## src/rtl/regfile_wb_arbiter.sv

```systemverilog
`default_nettype none
// ============================================================================
// Module   : regfile_wb_arbiter
// Purpose  : Shares the regfile write port between the writeback stage and a
//            buffered mul/div result FIFO, with aging-based port stealing.
// Options  : WB_ARB_PERF_EN enables the saturating perf counters.
// Revision : 1.0 - initial release
// ============================================================================
module regfile_wb_arbiter #(
  parameter int FIFO_DEPTH = 2,
  parameter int MAX_WAIT   = 4,
  parameter int CNT_W      = 32
) (
  input  logic             clk,
  input  logic             rst,
  input  logic             pipe_valid,
  input  logic             pipe_we,
  input  logic [4:0]       pipe_rd,
  input  logic [31:0]      pipe_data,
  output logic             pipe_stall,
  input  logic             md_valid,
  input  logic [4:0]       md_rd,
  input  logic [31:0]      md_data,
  output logic             md_ready,
  output logic [31:0]      md_pend_mask,
  output logic             rf_we,
  output logic [4:0]       rf_rd,
  output logic [31:0]      rf_data,
  output logic [CNT_W-1:0] perf_conflicts,
  output logic [CNT_W-1:0] perf_steals
);

  localparam int PTR_W  = $clog2(FIFO_DEPTH);
  localparam int WAIT_W = $clog2(MAX_WAIT + 1);
  localparam logic [PTR_W:0]    C_DEPTH     = (PTR_W + 1)'(FIFO_DEPTH);
  localparam logic [WAIT_W-1:0] C_WAIT_LAST = WAIT_W'(MAX_WAIT - 1);

  typedef enum logic [0:0] {
    ST_PRI   = 1'b0,
    ST_STEAL = 1'b1
  } state_t;

  state_t            r_state;
  state_t            w_state_nxt;
  logic [WAIT_W-1:0] r_wait;
  logic [WAIT_W-1:0] w_wait_nxt;
  logic [PTR_W-1:0]  r_rd_ptr;
  logic [PTR_W-1:0]  r_wr_ptr;
  logic [PTR_W:0]    r_count;
  logic [FIFO_DEPTH-1:0] r_ent_vld;
  logic [4:0]        r_ent_rd   [FIFO_DEPTH];
  logic [31:0]       r_ent_data [FIFO_DEPTH];

  logic        w_pipe_wr;
  logic        w_fifo_nonempty;
  logic        w_head_live;
  logic [4:0]  w_head_rd;
  logic [31:0] w_head_data;
  logic        w_pop;
  logic        w_push;
  logic        w_pipe_sel;
  logic        w_head_out;
  logic        w_stall_raw;
  logic [31:0] w_mask;

  assign w_pipe_wr       = pipe_valid & pipe_we & (pipe_rd != 5'd0);
  assign w_fifo_nonempty = (r_count != '0);
  // Valid bits are cleared on pop, so a set bit always marks a live entry.
  assign w_head_live     = r_ent_vld[r_rd_ptr];
  assign w_head_rd       = r_ent_rd[r_rd_ptr];
  assign w_head_data     = r_ent_data[r_rd_ptr];
  assign md_ready        = (r_count < C_DEPTH);
  assign w_push          = md_valid & md_ready;

  always_comb begin
    w_state_nxt = r_state;
    w_wait_nxt  = r_wait;
    w_pop       = 1'b0;
    w_pipe_sel  = 1'b0;
    w_head_out  = 1'b0;
    w_stall_raw = 1'b0;
    case (r_state)
      ST_PRI: begin
        if (w_pipe_wr) begin
          w_pipe_sel = 1'b1;
          if (w_head_live) begin
            w_wait_nxt = r_wait + WAIT_W'(1);
            // A head killed by this very write must not trigger a steal.
            if ((r_wait == C_WAIT_LAST) && (pipe_rd != w_head_rd))
              w_state_nxt = ST_STEAL;
          end
        end else if (w_fifo_nonempty) begin
          w_pop      = 1'b1;
          w_head_out = w_head_live;
          w_wait_nxt = '0;
        end
      end
      ST_STEAL: begin
        w_stall_raw = 1'b1;
        w_pop       = w_fifo_nonempty;
        w_head_out  = w_head_live;
        w_wait_nxt  = '0;
        w_state_nxt = ST_PRI;
      end
      default: begin
        w_state_nxt = ST_PRI;
        w_wait_nxt  = '0;
      end
    endcase
  end

  always_comb begin
    rf_we   = ~rst & (w_pipe_sel | w_head_out);
    rf_rd   = 5'd0;
    rf_data = 32'd0;
    if (rf_we) begin
      rf_rd   = w_pipe_sel ? pipe_rd   : w_head_rd;
      rf_data = w_pipe_sel ? pipe_data : w_head_data;
    end
  end

  assign pipe_stall = ~rst & w_stall_raw;

  always_comb begin
    w_mask = '0;
    for (int i = 0; i < FIFO_DEPTH; i++) begin
      if (r_ent_vld[i]) w_mask[r_ent_rd[i]] = 1'b1;
    end
  end

  assign md_pend_mask = w_mask;

  always_ff @(posedge clk or posedge rst) begin
    if (rst) begin
      r_state   <= ST_PRI;
      r_wait    <= '0;
      r_rd_ptr  <= '0;
      r_wr_ptr  <= '0;
      r_count   <= '0;
      r_ent_vld <= '0;
      for (int i = 0; i < FIFO_DEPTH; i++) begin
        r_ent_rd[i]   <= 5'd0;
        r_ent_data[i] <= 32'd0;
      end
    end else begin
      r_state <= w_state_nxt;
      r_wait  <= w_wait_nxt;
      // A pipe write supersedes every older MD result for the same register.
      for (int i = 0; i < FIFO_DEPTH; i++) begin
        if (w_pipe_sel && (r_ent_rd[i] == pipe_rd)) r_ent_vld[i] <= 1'b0;
      end
      if (w_pop) begin
        r_ent_vld[r_rd_ptr] <= 1'b0;
        r_rd_ptr            <= r_rd_ptr + PTR_W'(1);
      end
      if (w_push) begin
        r_ent_rd[r_wr_ptr]   <= md_rd;
        r_ent_data[r_wr_ptr] <= md_data;
        r_ent_vld[r_wr_ptr]  <= (md_rd != 5'd0) & ~(w_pipe_sel & (md_rd == pipe_rd));
        r_wr_ptr             <= r_wr_ptr + PTR_W'(1);
      end
      case ({w_push, w_pop})
        2'b10:   r_count <= r_count + (PTR_W + 1)'(1);
        2'b01:   r_count <= r_count - (PTR_W + 1)'(1);
        default: r_count <= r_count;
      endcase
    end
  end

`ifdef WB_ARB_PERF_EN
  logic [CNT_W-1:0] r_perf_conf;
  logic [CNT_W-1:0] r_perf_steal;

  always_ff @(posedge clk or posedge rst) begin
    if (rst) begin
      r_perf_conf  <= '0;
      r_perf_steal <= '0;
    end else begin
      if (w_pipe_wr && w_fifo_nonempty && !(&r_perf_conf))
        r_perf_conf <= r_perf_conf + CNT_W'(1);
      if ((r_state == ST_STEAL) && !(&r_perf_steal))
        r_perf_steal <= r_perf_steal + CNT_W'(1);
    end
  end

  assign perf_conflicts = r_perf_conf;
  assign perf_steals    = r_perf_steal;
`else
  assign perf_conflicts = '0;
  assign perf_steals    = '0;
`endif

endmodule
`default_nettype wire

```

## config.mk

```make
export PLATFORM = sky130hd
export DESIGN_NAME = regfile_wb_arbiter
export DESIGN_NICKNAME = d
export VERILOG_FILES = /design/src/rtl/regfile_wb_arbiter.sv
export SDC_FILE = /design/constraint.sdc
export NUM_CORES = 1
export LEC_CHECK = 0
export BUFFER_PORTS_ARGS = -buffer_cell sky130_fd_sc_hd__buf_2
export CORE_ASPECT_RATIO = 1.25
export CORE_MARGIN = 2
export CORE_UTILIZATION = 35
export DETAILED_ROUTE_END_ITERATION = 16
export PLACE_DENSITY = 0.71
export SYNTH_ARGS = -nofsm -noshare
export SYNTH_HDL_FRONTEND = slang
export SYNTH_SLANG_ARGS = --single-unit
```

## constraint.sdc

```tcl
create_clock -name clk -period 3.7 [get_ports clk]
set_input_delay 0.74 -clock clk [delete_from_list [all_inputs] [get_ports clk]]
set_output_delay 0.74 -clock clk [all_outputs]
set_load 0.02 [all_outputs]
```

==> flow_summary.json <==
{
  "io-pin-count": 215,
  "outcome": "finished, final reports clean",
  "cts_tree": "built",
  "critical_path.most_common_cell": "buf_2",
  "port_buffers": 150,
  "viasPerCell": 4.78,
  "clock_path_buffers": 2,
  "layout-drive-gt1-share": 0.320,
  "vias": 4429,
  "hold_class": "reg2reg",
  "num_antenna_cells": 0,
  "min_path_cells": 2,
  "final_nets": 793,
  "p_per_area_nw_per_um2": 757,
  "rr_worst_depth": 4,
  "place_hpwl_um": 9310,
  "start_kind": "input pin",
  "finalMaxSlewViolations": 0,
  "p_leak_uw": 0.00361,
  "required_ns": 2.96,
  "post-synth-top-area-cell": "dfrtp_1",
  "finalSetupTns_ns": 0,
  "max_freq_mhz": 318,
  "avgRoutedWirePerCell_um": 14.1,
  "arrival_ns": 2.41,
  "grt_first_pass_wirelength_um": 20600,
  "cts_sinks": 84,
  "clockRootBuffer": "clkbuf_16",
  "cp.buffers_inverters": 3,
  "area_growth_pct": 17.4,
  "drc_errors": 0,
  "crit_fanout": 24,
  "clk_pin_slew_worst_paths_ns": 0.06,
  "track_usage": 0.158,
  "cts_hold_buffers": 0,
  "place_congestion": 0.795,
  "htree_levels": 3,
  "finalCritPeriodShare": 0.850,
  "synthArstFlopShare": 1.00,
  "syn-cell-area_um2": 5470,
  "postSynthCellCount": 591,
  "yosys-top-cells-area": "dfrtp_1, nand2_1, buf_4",
  "start_util": 0.354,
  "die_area_um2": 16700,
  "cp-end-kind": "primary output",
  "yosysSeqAreaShare": 0.384,
  "setup_violations": 0,
  "dp.cells": 912,
  "synth_ff_type": "dfrtp_1",
  "ant_nets": 0,
  "clock_latency_ns": 0.34,
  "synth.top_cells.by_count": "nand2_1, dfrtp_1, buf_4",
  "max_stage_delay_ns": 0.44,
  "synth_edf_count": 0,
  "syn_avg_cell_area_um2": 9.26,
  "post_cts_resized": 0,
  "grt_pass1_vias": 4021,
  "synth_most_common_cell": "nand2_1",
  "maxSlewHeadroom": 0.386,
  "synth_seq_cells": 84,
  "ys_types": 38,
  "post_cts_buffers": 0,
  "layoutNonFillerInstCount": 927,
  "core_area_um2": 15400,
  "critPathTopFamily": "compound AO/OA/AOI/OAI gates",
  "cap_viol_max_count": 0,
  "totalWireLength_um": 13100,
  "die-width_um": 116,
  "fillerInstances": 1550,
  "yosysWarnings": 0,
  "peakVddDrop_uv": 370,
  "synth_top_area_share": 0.384,
  "antenna_found_initial": 1,
  "cts_buffers": 9,
  "grt_max_degree": 82,
  "worst-path-stages": 7,
  "grt-ovfl-total": 0,
  "total_power_uw": 4860,
  "drtIter0Drc": 226,
  "dr.pass1.iters": 4,
  "fin_crit_ns": 3.15,
  "crit_path_top_delay_cell": "a21oi_4",
  "skew_ns": 0.00817,
  "path_class": "in2out",
  "die_y_um": 144,
  "core.rowCount": 51,
  "grt_setup_unrepaired": "false",
  "crit_chain": "buf_2 -> nor3_2 -> a211o_2 -> a21oi_4 -> buf_12 -> o211a_1 -> buf_2",
  "regToRegSetupSlack_ns": 1.60,
  "hold_violations": 0,
  "worst_pin_slew_ns": 0.921
}
[power by group]
part / internal (uW) / switching (uW)
Clock: 596 / 385
Sequential: 1350 / 339
Combinational: 971 / 1220
[worst paths after layout]
kind,from,endpoint
max in group asynchronous,rst,r_rd_ptr$_DFFE_PP0N_
worst min register to register,r_ent_data[57]$_DFFE_PP0P_,r_ent_data[57]$_DFFE_PP0P_
worst max-delay path,pipe_rd[0],rf_data[18]
min in group asynchronous,rst,r_ent_data[27]$_DFFE_PP0P_
worst min-delay path,r_ent_data[57]$_DFFE_PP0P_,r_ent_data[57]$_DFFE_PP0P_
worst max register to register,r_count[1]$_DFFE_PP0P_,r_ent_data[28]$_DFFE_PP0P_
[kinds of logic after synthesis]
family	Yosys count	synth area share
AOI/OAI and AO/OA	82	0.124
xor gates and xnor gates	24	0.0384
adders and majority gates	3	0.00686
buffers and inverters	115	0.135
DFF	84	0.384
muxes	76	0.148
other	1	0.000685
and+or+nand+nor	206	0.163
[cell usage in the layout (no fill, tap or decap), types with 2 or more instances in the layout]
cell type  netlist  final
inv_1            5      4
buf_12           0      3
buf_2           13    150
nor3_1           2      2
nand2_1        158    158
o22ai_1         34     34
or3b_2           6      6
clkbuf_16        0      9
o32ai_1          3      3
or3_1            2      2
xor2_1           4      4
xnor2_1         20     20
conb_1           1     64
nand3b_1        10     10
buf_4           67      3
nand3_1          8      7
nor2_1           7      6
ha_1             3      3
o211a_1         37     37
nand2b_1         3      3
mux2i_1         37     37
mux2_2          39     39
or2_2            4      4
nor4_1           2      2
bufinv_16        0      2
dfrtp_1         84     83
[metrics by stage]
step / instance area [um2] / hold slack [ns] / worst slack (ns) / util
2_1_floorplan: 5710 / 0.445 / 0.795 / -
3_3_place_gp: 6100 / 0.457 / 0.579 / 0.395
3_5_place_dp: 6100 / 0.461 / 0.547 / 0.395
4_1_cts: 6420 / 0.477 / 0.544 / 0.416
5_1_grt: 6420 / 0.498 / 0.445 / 0.416
6_report: 6420 / 0.473 / 0.555 / 0.416
[layout make-up]
| class | instances | area (um2) | share of cell area |
|---|---|---|---|
| clock buffer | 9 | 225 | 0.0351 |
| clock inverter | 6 | 96.3 | 0.0150 |
| inverter | 5 | 20.0 | 0.00312 |
| multi-input combinational | 455 | 2880 | 0.448 |
| sequential | 84 | 2100 | 0.327 |
| tap | 212 | 265 | 0.0413 |
| timing repair buffer | 156 | 833 | 0.130 |
[metal layers]
metal / global-route usage / wire [um] / vias up
met1: 0.191 / 5330 / 2109
met3: 0.0261 / 835 / 13
met5: 0 / 7 / -
met4: 0.0608 / 189 / 2
met2: 0.278 / 6720 / 172
li1: - / - / 2133
[worst reg2reg max path, cell delays in order (launching register included)]
cell     delay, ns
dfrtp_1       0.38
inv_1         0.11
nand3_2       0.72
buf_4         0.50
mux2_2        0.29
[sequential cells by signal, summed over array words and instances (netlist names)]
| register | flops |
|---|---|
| r_ent_data | 64 |
| r_count | 2 |
| r_ent_rd | 10 |
| r_state | 1 |
| r_rd_ptr | 1 |
| r_wait | 3 |
| r_ent_vld | 2 |
| r_wr_ptr | 1 |
Note: power is estimated with default switching activity, not from simulation.
